$ cat src/rtl/fetch_ctrl_pkg.sv
// fetch_ctrl_pkg
//   Shared types and constants for the instruction-fetch controller.
//   - fetch_entry_t : one decode-side buffer entry (pc, instruction, misalign flag)
//   - fetch_state_t : fetch controller state (IDLE, REQ, DRAIN, HALT)
//   - DEFAULT_RESET_PC / FETCH_FIFO_DEPTH : parameter defaults for fetch_ctrl
package fetch_ctrl_pkg;

  localparam logic [63:0] DEFAULT_RESET_PC = 64'h0000_0000_8000_0000;
  localparam int unsigned FETCH_FIFO_DEPTH = 2;

  typedef struct packed {
    logic [63:0] pc;
    logic [31:0] instr;
    logic        misalign;
  } fetch_entry_t;

  typedef enum logic [1:0] {
    IDLE  = 2'd0,
    REQ   = 2'd1,
    DRAIN = 2'd2,
    HALT  = 2'd3
  } fetch_state_t;

  // Instructions are 32-bit aligned; any low PC bit set is an
  // instruction-address-misaligned fault.
  function automatic logic pc_misaligned(input logic [63:0] pc);
    return pc[1:0] != 2'b00;
  endfunction

endpackage

$ cat src/rtl/fetch_ctrl_fifo.sv
// fetch_fifo
//   Two-entry FIFO of fetch_entry_t between the fetch controller and decode.
//   Ports:
//     clk, rst_n  : clock (rising edge), asynchronous active-low reset
//     push        : write push_entry at the tail
//     push_entry  : entry to write
//     pop         : drop the head entry (ignored when empty)
//     flush       : empty the FIFO; wins over push and pop
//     head_entry  : current head entry, all-zero when empty
//     count       : number of valid entries (0..2)
module fetch_fifo
  import fetch_ctrl_pkg::*;
(
  input  logic         clk,
  input  logic         rst_n,
  input  logic         push,
  input  fetch_entry_t push_entry,
  input  logic         pop,
  input  logic         flush,
  output fetch_entry_t head_entry,
  output logic [1:0]   count
);

  fetch_entry_t mem [2];
  logic         head_q;
  logic [1:0]   count_q;
  logic         wr_idx;
  logic         do_pop;
  logic         do_push;

  // Qualify the requests: no pop from an empty FIFO, and a push into a full
  // FIFO is only legal when the head is leaving in the same cycle.
  assign do_pop  = pop && (count_q != 2'd0);
  assign do_push = push && ((count_q != 2'd2) || do_pop);

  // Tail slot sits count entries past the head. With two slots, a full FIFO
  // wraps the tail onto the head slot, which is exactly the slot being freed
  // by the simultaneous pop.
  assign wr_idx = head_q ^ count_q[0];

  // Storage, head pointer and occupancy. A flush only rewinds the pointers;
  // the stale slot contents are hidden by the zero-when-empty head output.
  always_ff @(posedge clk or negedge rst_n) begin
    if (!rst_n) begin
      mem[0]  <= '0;
      mem[1]  <= '0;
      head_q  <= 1'b0;
      count_q <= 2'd0;
    end else if (flush) begin
      head_q  <= 1'b0;
      count_q <= 2'd0;
    end else begin
      if (do_push) begin
        mem[wr_idx] <= push_entry;
      end
      if (do_pop) begin
        head_q <= ~head_q;
      end
      count_q <= count_q + {1'b0, do_push} - {1'b0, do_pop};
    end
  end

  assign head_entry = (count_q != 2'd0) ? mem[head_q] : '0;
  assign count      = count_q;

endmodule

$ cat src/rtl/fetch_ctrl.sv
// fetch_ctrl
//   Instruction-fetch controller in front of the fetch MMU. Owns the fetch PC,
//   issues one MMU request at a time, buffers up to two fetched instructions
//   for decode and handles redirects, including discarding a stale in-flight
//   response.
//   Ports:
//     clk, rst_n      : clock (rising edge), asynchronous active-low reset
//     redirect_valid  : flush and restart fetch at redirect_pc
//     redirect_pc     : new fetch PC
//     fetch_req       : request to the fetch MMU (registered)
//     fetch_pc        : virtual PC of the request (registered, 0 when idle)
//     mmu_ok          : one-cycle completion pulse from the MMU
//     mmu_data        : instruction returned with mmu_ok
//     f_valid         : decode head entry valid
//     f_ready         : decode accepts the head entry
//     f_pc            : PC of the head entry
//     f_instr         : instruction of the head entry
//     f_misalign      : head entry is an instruction-address-misaligned fault
module fetch_ctrl
  import fetch_ctrl_pkg::*;
#(
  parameter logic [63:0] RESET_PC   = DEFAULT_RESET_PC,
  // Only a depth of 2 is supported; the FIFO is built for exactly two slots.
  parameter int unsigned FIFO_DEPTH = FETCH_FIFO_DEPTH
) (
  input  logic        clk,
  input  logic        rst_n,
  input  logic        redirect_valid,
  input  logic [63:0] redirect_pc,
  output logic        fetch_req,
  output logic [63:0] fetch_pc,
  input  logic        mmu_ok,
  input  logic [31:0] mmu_data,
  output logic        f_valid,
  input  logic        f_ready,
  output logic [63:0] f_pc,
  output logic [31:0] f_instr,
  output logic        f_misalign
);

  localparam logic [1:0] DEPTH = 2'(FIFO_DEPTH);

  fetch_state_t state_q;
  fetch_state_t state_d;
  logic [63:0]  pc_q;
  logic [63:0]  pc_d;
  logic [63:0]  stale_pc_q;
  logic [63:0]  stale_pc_d;
  logic         req_d;
  logic [63:0]  req_pc_d;

  logic         fifo_push;
  logic         fifo_pop;
  logic         fifo_flush;
  fetch_entry_t push_entry;
  fetch_entry_t head_entry;
  logic [1:0]   fifo_count;
  logic [1:0]   count_after_pop;
  logic [1:0]   count_after_push;

  assign f_valid = (fifo_count != 2'd0);

  // Next-state logic. Redirect has top priority: it flushes the buffer, voids
  // any pop in the same cycle and reloads the PC. A request already on the
  // bus cannot be withdrawn, so a redirect that arrives before its mmu_ok
  // parks the FSM in DRAIN until that stale response has been swallowed.
  // The request decision looks at the occupancy after this cycle's pop so a
  // slot freed by decode can be refilled without a bubble, and a request is
  // only ever issued into a free slot so the completing push cannot overflow.
  always_comb begin
    state_d          = state_q;
    pc_d             = pc_q;
    stale_pc_d       = stale_pc_q;
    fifo_push        = 1'b0;
    push_entry       = '0;
    fifo_flush       = redirect_valid;
    fifo_pop         = f_valid && f_ready && !redirect_valid;
    count_after_pop  = fifo_count - {1'b0, fifo_pop};
    count_after_push = count_after_pop;

    unique case (state_q)
      IDLE: begin
        if (redirect_valid) begin
          pc_d = redirect_pc;
        end else if (count_after_pop < DEPTH) begin
          if (pc_misaligned(pc_q)) begin
            // Report the fault once through the buffer, then stop fetching.
            fifo_push           = 1'b1;
            push_entry.pc       = pc_q;
            push_entry.instr    = 32'h0;
            push_entry.misalign = 1'b1;
            state_d             = HALT;
          end else begin
            state_d = REQ;
          end
        end
      end

      REQ: begin
        if (redirect_valid) begin
          pc_d = redirect_pc;
          if (mmu_ok) begin
            // Response lands on the redirect edge: drop it, nothing pending.
            state_d = IDLE;
          end else begin
            stale_pc_d = pc_q;
            state_d    = DRAIN;
          end
        end else if (mmu_ok) begin
          fifo_push           = 1'b1;
          push_entry.pc       = pc_q;
          push_entry.instr    = mmu_data;
          push_entry.misalign = 1'b0;
          pc_d                = pc_q + 64'd4;
          count_after_push    = count_after_pop + 2'd1;
          state_d             = (count_after_push < DEPTH) ? REQ : IDLE;
        end
      end

      DRAIN: begin
        if (redirect_valid) begin
          pc_d = redirect_pc;
        end
        // The stale response ends the drain even when a further redirect
        // arrives on the same edge; waiting on would never see another ok.
        if (mmu_ok) begin
          state_d = IDLE;
        end
      end

      HALT: begin
        if (redirect_valid) begin
          pc_d    = redirect_pc;
          state_d = IDLE;
        end
      end

      default: begin
        state_d = IDLE;
      end
    endcase

    req_d    = (state_d == REQ) || (state_d == DRAIN);
    req_pc_d = (state_d == REQ)   ? pc_d :
               (state_d == DRAIN) ? stale_pc_d : 64'h0;
  end

  // State, PC and the registered MMU request outputs. The request outputs are
  // computed from the next state so they line up with the state register and
  // stay put for as long as the FSM waits in REQ or DRAIN.
  always_ff @(posedge clk or negedge rst_n) begin
    if (!rst_n) begin
      state_q    <= IDLE;
      pc_q       <= RESET_PC;
      stale_pc_q <= 64'h0;
      fetch_req  <= 1'b0;
      fetch_pc   <= 64'h0;
    end else begin
      state_q    <= state_d;
      pc_q       <= pc_d;
      stale_pc_q <= stale_pc_d;
      fetch_req  <= req_d;
      fetch_pc   <= req_pc_d;
    end
  end

  fetch_fifo u_fifo (
    .clk        (clk),
    .rst_n      (rst_n),
    .push       (fifo_push),
    .push_entry (push_entry),
    .pop        (fifo_pop),
    .flush      (fifo_flush),
    .head_entry (head_entry),
    .count      (fifo_count)
  );

  assign f_pc       = head_entry.pc;
  assign f_instr    = head_entry.instr;
  assign f_misalign = head_entry.misalign;

endmodule

$ cat config.mk
export PLATFORM = sky130hd
export DESIGN_NAME = fetch_ctrl
export DESIGN_NICKNAME = d
export VERILOG_FILES = /design/src/rtl/fetch_ctrl_pkg.sv /design/src/rtl/fetch_ctrl_fifo.sv /design/src/rtl/fetch_ctrl.sv
export SDC_FILE = /design/constraint.sdc
export NUM_CORES = 1
export LEC_CHECK = 0
export CORE_MARGIN = 10
export CORE_UTILIZATION = 43
export CTS_CLUSTER_DIAMETER = 120
export DETAILED_ROUTE_END_ITERATION = 8
export PLACE_DENSITY = 0.65
export SYNTH_ARGS = -nofsm -noshare
export SYNTH_HDL_FRONTEND = slang
export SYNTH_HIERARCHICAL = 1
export SYNTH_SLANG_ARGS = --single-unit
$ cat constraint.sdc
create_clock -name clk -period 4.65 [get_ports clk]
set_clock_uncertainty 0.05 [all_clocks]
set_input_delay 0.93 -clock clk [delete_from_list [all_inputs] [get_ports clk]]
set_output_delay 0.93 -clock clk [all_outputs]
set_load 0.01 [all_outputs]
==> run_results.csv <==
group,metric,value,unit
setup_path,cp_data_arrival_time,3.05,ns
routing,firstDrtPassIters,5,
power,power.density,538,mW/mm^2
power,p_comb_share,31.9,%
cts,cts_resized,0,
floorplanning,ios,264,
sta,finalMaxSlewViolations,0,
routing,wl_per_cell,21.9,microns
setup_path,startpoint_type,"flop",
synth,synth_top_area_share,51.6,%
floorplanning,start_util,43.7,%
min_path,hp-class,"in2async",
final_layout,finish.utilization,54.5,%
synth,avgSynthCellArea,10.1,sq um
sta,relSlewSlack,35.2,%
global_routing,grt.overflow.total,0,
floorplanning,num_rows,76,
final_layout,area_growth,24.6,%
cts,cts_buffers,43,
cts,cts_htree_levels,2,
routing,route.detailed.drc,0,
power,p_leak,9.65,nW
synth,synth_cell_types,64,
floorplanning,fp.dieW,230,microns
synth,ys_seq_area_share,51.8,%
setup_path,r2r_slack,0.83,ns
routing,drt_iter0_markers,1282,
power,intPower,0.00848,W
sta,rsz0062_at_grt,"no",
setup_path,r2r_end,"u_fifo/mem[187]",
global_routing,track_usage,21.8,%
cts,clk_pin_slew_worst_paths,0.06,ns
outcome,status,"complete, no violations",
synth,yosysWarnings,6,
sta,whs,0.333,ns
power,clockPowerShare,28.1,%
placed_design,dp.cells,2612,
synth,syn_inst,1881,
final_layout,final_nets,2180,
sta,period_minus_slack,4.03,ns
sta,setup_viol_count_final,0,
routing,routed_wl,59000,microns
synth,synth_top_area_cell,"dfrtp_1",
global_routing,grt_max_degree,102,
synth,yosysMostFrequentCell,"dfrtp_1",
final_layout,stdcell_count,2688,
floorplanning,fp.dieArea,0.0529,sq mm
power,seq_power_share,40.0,%
sta,tns,0,ns
power,power.net_switching,0.00424,W
sta,clock.fmax,0.248,GHz
power,power,0.0127,W
placed_design,hpwl,39200,microns
synth,syn-num-nets,1989,
routing,vias_per_cell,5.65,
sta,period_share,86.6,%
setup_path,crit_path_end_kind,"primary output",
setup_path,required,3.67,ns
global_routing,grt_pass1_vias,15500,
routing,ant_nets,0,
final_layout,drive_above_1_share,10.6,%
synth,ys_top_cells_by_area,"dfrtp_1 52%, mux2i_1 8.5%, nand2_1 6.8%",
synth,async_reset_ff_share,100,%
cts,tritoncts,"yes",
cts,cts-root-buf,"clkbuf_16",
synth,syn_area,0.0190,sq mm
setup_path,critPathKind,"reg2out",
power,netSwitchingFraction,33.3,%
final_layout,num_antenna_cells,0,
setup_path,r2r_cells,11,
synth,synth-seq-cells,392,
job,maxCapViolCount,0,
floorplanning,die_h,230,microns
setup_path,reg2reg_from,"u_fifo/count[0]",
placed_design,gp_congestion,0.899,
sta,tightest_slew,0.972,ns
cts,clock_sinks,392,
routing,vias,15200,
synth,synth_flop_cell,"dfrtp_1",
synth,synth_commonest_cells,"391 x dfrtp_1, 342 x nand2_1, 194 x o22ai_1",
power,ir_drop,0.261,mV
global_routing,grt_pass1_wl,92000,microns
cts,hold_buffers,0,
floorplanning,core,0.0434,sq mm
cts,post-cts-setup-buffers,0,
setup_path,crit_fanout,54,
placed_design,port_buffers,263,
global_routing,antenna_found_initial,1,
synth,synth-edff-count,0,
cts,insertion_delay,0.56,ns
sta,hold_violations,0,
cts,clockBufferDepth,3,
==> logic make-up after synthesis <==
logic type | after synthesis | share of synthesized area, %
and+or+nand+nor | 728 | 18.5
buffers and inverters | 173 | 4.23
DFF | 392 | 51.8
AOI/OAI and AO/OA | 334 | 11.6
muxes | 235 | 12.9
adders and majority gates | 7 | 0.462
xor gates and xnor gates | 12 | 0.555
==> cells in the final DEF (no fill, tap or decap), types with 12 or more instances in the layout <==
| master | n |
|---|---|
| dfrtp_1 | 390 |
| nand2_1 | 342 |
| clkdlybuf4s50_1 | 261 |
| o22ai_1 | 194 |
| mux2i_1 | 160 |
| nor2_1 | 132 |
| and2_1 | 105 |
| mux2_2 | 75 |
| clkbuf_16 | 45 |
| a22o_1 | 36 |
| o21ai_0 | 32 |
| buf_4 | 31 |
| nand4_1 | 24 |
| nand3_1 | 23 |
| inv_1 | 15 |
| a21oi_1 | 14 |
| a31oi_1 | 14 |
| and4_1 | 13 |
| nor4_1 | 12 |
| o31ai_1 | 12 |
==> layout make-up <==
| cell class | count | area (sq um) |
|---|---|---|
| clock inverters | 9 | 170 |
| fillers | 3916 | 19700 |
| well taps | 585 | 732 |
| clock buffers | 67 | 1320 |
| repair buffers | 304 | 3080 |
| inverters | 15 | 56.3 |
| multi-input cells | 1316 | 8450 |
| flip-flops and latches | 392 | 9810 |
==> how the worst max path moves through the flow <==
stage	start	to
global placement	mmu_ok	fetch_pc[60]
CTS	u_fifo/head_q	f_instr[31]
detailed placement	f_ready	u_fifo/mem[52]
finish	u_fifo/head_q	f_pc[29]
floorplan	redirect_valid	u_fifo/count[1]
global route	u_fifo/head_q	f_instr[31]
==> critical path, stage by stage, from the launching register on <==
cell and delay, ns:
dfrtp_4 1.06, buf_4 0.46, mux2i_1 0.12, nor2_1 0.22
clkdlybuf4s50_1 0.59
==> power by group through the flow <==
stage               Combinational [W]  Sequential (W)  Clock (W)
floorplan                     0.00236         0.00500          0
global placement              0.00399         0.00510          0
detailed placement            0.00406         0.00513          0
CTS                           0.00408         0.00508    0.00365
global route                  0.00442         0.00521    0.00379
finish                        0.00405         0.00509    0.00357
==> flip-flops by register name (all words and copies together) (netlist names) <==
name and count:
u_fifo/mem 194, state_q 2, fetch_pc 64, pc_q 64, fetch_req 1, u_fifo/head_q 1, u_fifo/count 2, stale_pc_q 64
==> per-layer routing <==
layer  vias up  GRT usage [%]  wire [microns]
li1       7033              -               -
met1      7501           30.9           26600
met2       563           32.7           26600
met3        91           4.03            3990
met4         2           7.54            1730
met5         -              0              13
==> stage by stage <==
step	setup WS [ns]	area (sq um)
global route	0.501	23600
detailed placement	0.544	22100
CTS	0.607	23600
finish	0.622	23600
floorplan	0.675	19000
global placement	0.558	22100
Power figures use the tool's default switching activity.
